[config.mk]
export PLATFORM = sky130hd
export DESIGN_NAME = int_fp_mul_arbiter
export DESIGN_NICKNAME = d
export VERILOG_FILES = /design/src/rtl/int_fp_mul_arbiter.sv
export SDC_FILE = /design/constraint.sdc
export NUM_CORES = 1
export LEC_CHECK = 0
export CAP_MARGIN = 25
export CORE_ASPECT_RATIO = 0.7
export CORE_MARGIN = 10
export CORE_UTILIZATION = 41
export DETAILED_ROUTE_END_ITERATION = 7
export GPL_ROUTABILITY_DRIVEN = 0
export PLACE_DENSITY_LB_ADDON = 0.3
export SYNTH_ARGS = -nofsm -noshare
export SYNTH_HDL_FRONTEND = slang
export SYNTH_SLANG_ARGS = --single-unit
[constraint.sdc]
create_clock -name clk -period 8.2 [get_ports clk]
set_input_delay 1.64 -clock clk [delete_from_list [all_inputs] [get_ports clk]]
set_output_delay 1.64 -clock clk [all_outputs]
set_load 0.01 [all_outputs]
[src/rtl/int_fp_mul_arbiter.sv]
// Round-robin arbiter sharing one INT16/FP16 multiplier between N_REQ requesters.
// Tracks in-flight ops with a tag pipe and only switches mul_mode once the pipe has drained.
module int_fp_mul_arbiter #(
    parameter int N_REQ   = 4,
    parameter int WIDTH   = 16,
    parameter int MUL_LAT = 1
) (
    input  logic                     clk,
    input  logic                     reset,
    input  logic [N_REQ-1:0]         req_valid,
    output logic [N_REQ-1:0]         req_ready,
    input  logic [N_REQ*WIDTH-1:0]   req_a,
    input  logic [N_REQ*WIDTH-1:0]   req_b,
    input  logic [N_REQ-1:0]         req_mode,
    output logic [WIDTH-1:0]         mul_a,
    output logic [WIDTH-1:0]         mul_b,
    output logic                     mul_mode,
    input  logic [WIDTH-1:0]         mul_result,
    input  logic                     mul_underflow,
    input  logic                     mul_overflow,
    output logic [N_REQ-1:0]         rsp_valid,
    output logic [WIDTH-1:0]         rsp_result,
    output logic                     rsp_underflow,
    output logic                     rsp_overflow,
    output logic                     busy,
    output logic                     dbg_state
);

    localparam int ID_W  = $clog2(N_REQ);
    localparam int DEPTH = MUL_LAT + 1;
    localparam int IF_W  = $clog2(MUL_LAT + 2);

    typedef enum logic {
        ST_ISSUE = 1'b0,
        ST_DRAIN = 1'b1
    } state_t;

    state_t            state;
    logic [ID_W-1:0]   rr_ptr;
    logic [ID_W-1:0]   lock_id;
    logic              cur_mode;
    logic [IF_W-1:0]   inflight;
    logic              tag_v  [DEPTH];
    logic [ID_W-1:0]   tag_id [DEPTH];

    logic              cand_found;
    logic [ID_W-1:0]   cand_id;
    logic [ID_W-1:0]   sel_id;
    logic              fire;
    logic              go_drain;
    logic              resp;
    logic [ID_W-1:0]   resp_id;
    logic              drained;

    function automatic logic [ID_W-1:0] wrap_add(input logic [ID_W-1:0] p, input int k);
        int s;
        s = int'(p) + k;
        if (s >= N_REQ) s = s - N_REQ;
        return ID_W'(s);
    endfunction

    // Lowest index at or after rr_ptr wins; scanning downward lets the nearest one overwrite.
    always_comb begin
        cand_found = 1'b0;
        cand_id    = '0;
        for (int k = N_REQ - 1; k >= 0; k--) begin
            if (req_valid[wrap_add(rr_ptr, k)]) begin
                cand_found = 1'b1;
                cand_id    = wrap_add(rr_ptr, k);
            end
        end
    end

    assign resp    = tag_v[MUL_LAT];
    assign resp_id = tag_id[MUL_LAT];
    // An op retiring this cycle has already left the multiplier inputs, so it does not block a mode change.
    assign drained = (inflight == IF_W'(resp));
    assign sel_id  = (state == ST_DRAIN) ? lock_id : cand_id;

    // Handshake: a requester raises req_valid and holds it with stable operands/mode until it sees
    // req_ready in the same cycle; that cycle is the fire. req_ready never depends on rsp_* and is
    // one-hot or zero.
    always_comb begin
        fire     = 1'b0;
        go_drain = 1'b0;
        if (!reset) begin
            if (state == ST_DRAIN) begin
                fire = drained & req_valid[lock_id];
            end else if (cand_found) begin
                if ((req_mode[cand_id] == cur_mode) || drained) fire = 1'b1;
                else                                            go_drain = 1'b1;
            end
        end
    end

    assign req_ready     = fire ? (N_REQ'(1) << sel_id) : '0;
    assign rsp_valid     = resp ? (N_REQ'(1) << resp_id) : '0;
    assign rsp_result    = resp ? mul_result : '0;
    assign rsp_underflow = resp & mul_underflow;
    assign rsp_overflow  = resp & mul_overflow;
    assign busy          = (inflight != '0) || (state == ST_DRAIN);
    assign mul_mode      = cur_mode;
    assign dbg_state     = state;

    always_ff @(posedge clk) begin
        if (reset) begin
            state    <= ST_ISSUE;
            rr_ptr   <= '0;
            lock_id  <= '0;
            cur_mode <= 1'b0;
            mul_a    <= '0;
            mul_b    <= '0;
            inflight <= '0;
            for (int k = 0; k < DEPTH; k++) begin
                tag_v[k]  <= 1'b0;
                tag_id[k] <= '0;
            end
        end else begin
            tag_v[0]  <= fire;
            tag_id[0] <= sel_id;
            for (int k = 1; k < DEPTH; k++) begin
                tag_v[k]  <= tag_v[k-1];
                tag_id[k] <= tag_id[k-1];
            end
            inflight <= inflight + IF_W'(fire) - IF_W'(resp);
            if (fire) begin
                mul_a    <= req_a[int'(sel_id)*WIDTH +: WIDTH];
                mul_b    <= req_b[int'(sel_id)*WIDTH +: WIDTH];
                cur_mode <= req_mode[sel_id];
                rr_ptr   <= wrap_add(sel_id, 1);
                state    <= ST_ISSUE;
            end else if (go_drain) begin
                lock_id  <= cand_id;
                state    <= ST_DRAIN;
            end
        end
    end

endmodule
==> run_results.csv <==
group,metric,value,unit
critical_path,worst-setup-path-type,"in -> out",
job,max_cap_violations,0,
logic_synthesis,yosys_warnings,0,
logic_synthesis,netlist.top_cell.by_area,"sky130_fd_sc_hd__dfxtp_1",
detailed_routing,ant_nets,0,
layout,n_antenna_cell,0,
detailed_routing,dr.first_iter.drc_count,171,
detailed_routing,drt-wirelength-per-cell,18.1,microns
timing,final.min_clock_period,6540,ps
critical_path,cp-end-kind,"primary output",
logic_synthesis,dominant_register_cell_in_the_synthesized_netlist,"sky130_fd_sc_hd__dfxtp_1",
detailed_routing,post_drt_via_cell_ratio,5.31,
logic_synthesis,synth_area_per_cell,8.36,sq um
cts,cts_tree,"done",
critical_path,cpLargestDelayFamily,"buffers and inverters",
layout,final_layout_size_suffix_gt1_frac,0.0443,
logic_synthesis,netlist_top_cells_count,"69 x sky130_fd_sc_hd__nand2_1, 52 x sky130_fd_sc_hd__and2_1, 46 x sky130_fd_sc_hd__dfxtp_1",
power,leakage,2.16,nW
global_route,pin_count_of_the_biggest_net_entering_global_routing,88,
detailed_routing,firstDrtPassIters,4,
die,die_h,97.3,microns
logic_synthesis,netlist-cell-type-count,50,
timing,worst-slew-pin-transition,787,ps
layout,final-instance-count-excl-fill,714,
logic_synthesis,yosys.cell_count.top_type,"sky130_fd_sc_hd__nand2_1",
logic_synthesis,async_reset_ff_frac,0,
timing,grt_setup_unrepaired,"false",
global_route,global_route.usage.total,0.194,
global_route,grt_antenna_before_repair,0,
critical_path,cp.required,6560,ps
layout,layout.core_utilization,0.691,
die,floorplan.core_area,8370,sq um
cts,cts_inserted_buffers,5,
logic_synthesis,synthesis.area,3500,sq um
global_route,gr-total-overflow,0,
logic_synthesis,netlist.area_leader.share,0.263,
detailed_routing,finalWirelength,12900,microns
critical_path,worstPathCellList,"clkdlybuf4s50_1, nor2b_4, a221oi_4, o31ai_4, buf_4, inv_2, buf_12, ha_1, nor3b_2, clkdlybuf4s50_1",
timing,fin_tns_setup,0,ps
global_route,grt_pass1_vias,3935,
cts,clk_pin_slew,60,ps
power,power.total,1.42,mW
layout,flow.area_growth_from_synthesis,65.4,%
placement,port-buffer-count,216,
timing,final.setup.worst_slack,1660,ps
critical_path,cp_num_buf_inv,5,
cts,post_cts.repair.setup_buffers,0,
critical_path,critPathArrivalTime,4900,ps
timing,fin_worst_skew,1.96,ps
logic_synthesis,synth_nets,580,
critical_path,critical_path.max_fanout,69,
outcome,outcome,"finished clean",
logic_synthesis,yosys-top-cells-area,"sky130_fd_sc_hd__dfxtp_1 26%, sky130_fd_sc_hd__mux2i_1 10%, sky130_fd_sc_hd__a311o_1 9.4%",
cts,clock_insertion_delay_worst_skew,280,ps
critical_path,kind_of_start_point_of_the_critical_path,"primary input",
hold_path,holdCritPathClass,"reg -> reg",
logic_synthesis,synthesis.instances,418,
detailed_routing,dr_vias,3792,
timing,hold_ws,437,ps
timing,achievable-frequency,153,MHz
placement,placed_area,5610,sq um
die,boundaryPins,217,
logic_synthesis,seq_area_frac_synth,0.263,
placement,placed_cells,705,
die,die_ar,12700,sq um
die,placement_rows,28,
detailed_routing,drc,0,
logic_synthesis,post_synth_edffs,0,
power,power_per_cell_area,246,nW/um^2
power,vdd_drop_max,164,uV
cts,clkSinkCount,46,
critical_path,crit_path_frequent_cell,"sky130_fd_sc_hd__clkdlybuf4s50_1",
cts,cts-hold-fix-buffers,0,
timing,headroom_to_the_max_slew_limit,0.476,
placement,pre_cts_ws,1410,ps
timing,timing_hold_violations_final,0,
logic_synthesis,postSynthRegisterBits,46,
placement,place_hpwl,9930,microns
cts,cts-resized-gates,0,
timing,report.final.slew_viol_count,0,
timing,final-setup-viol-count,0,
cts,cts_max_level,2,
die,start_util,0.418,
critical_path,delay_of_the_slowest_cell_on_the_worst_path,650,ps
cts,root_buffer,"sky130_fd_sc_hd__clkbuf_16",
die,die_width,130,microns
layout,design.final.nets,770,
critical_path,cell_with_the_largest_stage_delay_on_the_worst_path,"sky130_fd_sc_hd__clkdlybuf4s50_1",
timing,final_min_period_over_clock_period,0.798,
global_route,grt_first_pass_wirelength,20100,microns
layout,final_area,5780,sq um
cts,clock_tree.buffer_depth,2,
sequential cells by signal, summed over array words and instances, names as in the netlist:
signal,count
tag_id,4
dbg_state,1
mul_b,16
tag_v,2
inflight,2
mul_a,16
lock_id,2
mul_mode,1
rr_ptr,2
cells by family after synthesis:
kind of cell | synth area share
AO/OA/AOI/OAI | 0.225
AND/OR/NAND/NOR | 0.301
buffers and inverters | 0.0698
adder cells (fa/ha/maj) | 0.0215
flip-flops | 0.263
multiplexers | 0.110
XOR/XNOR | 0.0100
area by class of cell:
| cell class | instances | area (sq um) |
|---|---|---|
| sequential | 46 | 921 |
| inverter | 6 | 22.5 |
| fill | 688 | 2590 |
| clock buffer | 7 | 143 |
| timing repair buffer | 221 | 2210 |
| tap | 105 | 131 |
| clock inverter | 1 | 5.00 |
| multi-input combinational | 328 | 2350 |
report_power, final:
group / switching, mW / internal [mW]
clock: 0.0826 / 0.121
sequential: 0.0536 / 0.302
combinational: 0.421 / 0.441
final timing paths:
check,from,to,cells past startpoint,slack [ps]
min,tag_v[0][0],tag_v[0][1],1,440
max,req_valid[2],req_ready[0],10,1660
max reg2reg,rr_ptr[1],inflight[0],12,4370
min reg2reg,tag_v[0][0],tag_v[0][1],1,440
layer usage:
layer,global-route usage,routed length (microns)
met1,0.208,5050
met3,0.0862,1450
met2,0.339,6260
met4,0.0477,147
met5,0,0
cells in the final DEF (no fill, tap or decap), types with 2 or more instances in the layout:
cell | synthesis | routed
sky130_fd_sc_hd__a211oi_1 | 35 | 35
sky130_fd_sc_hd__a21oi_1 | 3 | 2
sky130_fd_sc_hd__a311o_1 | 33 | 33
sky130_fd_sc_hd__and2_1 | 52 | 52
sky130_fd_sc_hd__buf_4 | 0 | 4
sky130_fd_sc_hd__clkbuf_16 | 0 | 5
sky130_fd_sc_hd__clkdlybuf4s50_1 | 0 | 215
sky130_fd_sc_hd__dfxtp_1 | 46 | 46
sky130_fd_sc_hd__ha_1 | 6 | 6
sky130_fd_sc_hd__inv_1 | 5 | 5
sky130_fd_sc_hd__mux2i_1 | 36 | 36
sky130_fd_sc_hd__nand2_1 | 69 | 69
sky130_fd_sc_hd__nand2b_1 | 38 | 38
sky130_fd_sc_hd__nand3_1 | 4 | 4
sky130_fd_sc_hd__nor2_1 | 8 | 8
sky130_fd_sc_hd__nor2b_1 | 5 | 5
sky130_fd_sc_hd__nor3b_1 | 3 | 3
sky130_fd_sc_hd__nor3b_2 | 4 | 4
sky130_fd_sc_hd__xnor2_1 | 3 | 3
No activity file was read; power rests on OpenSTA's default activity.
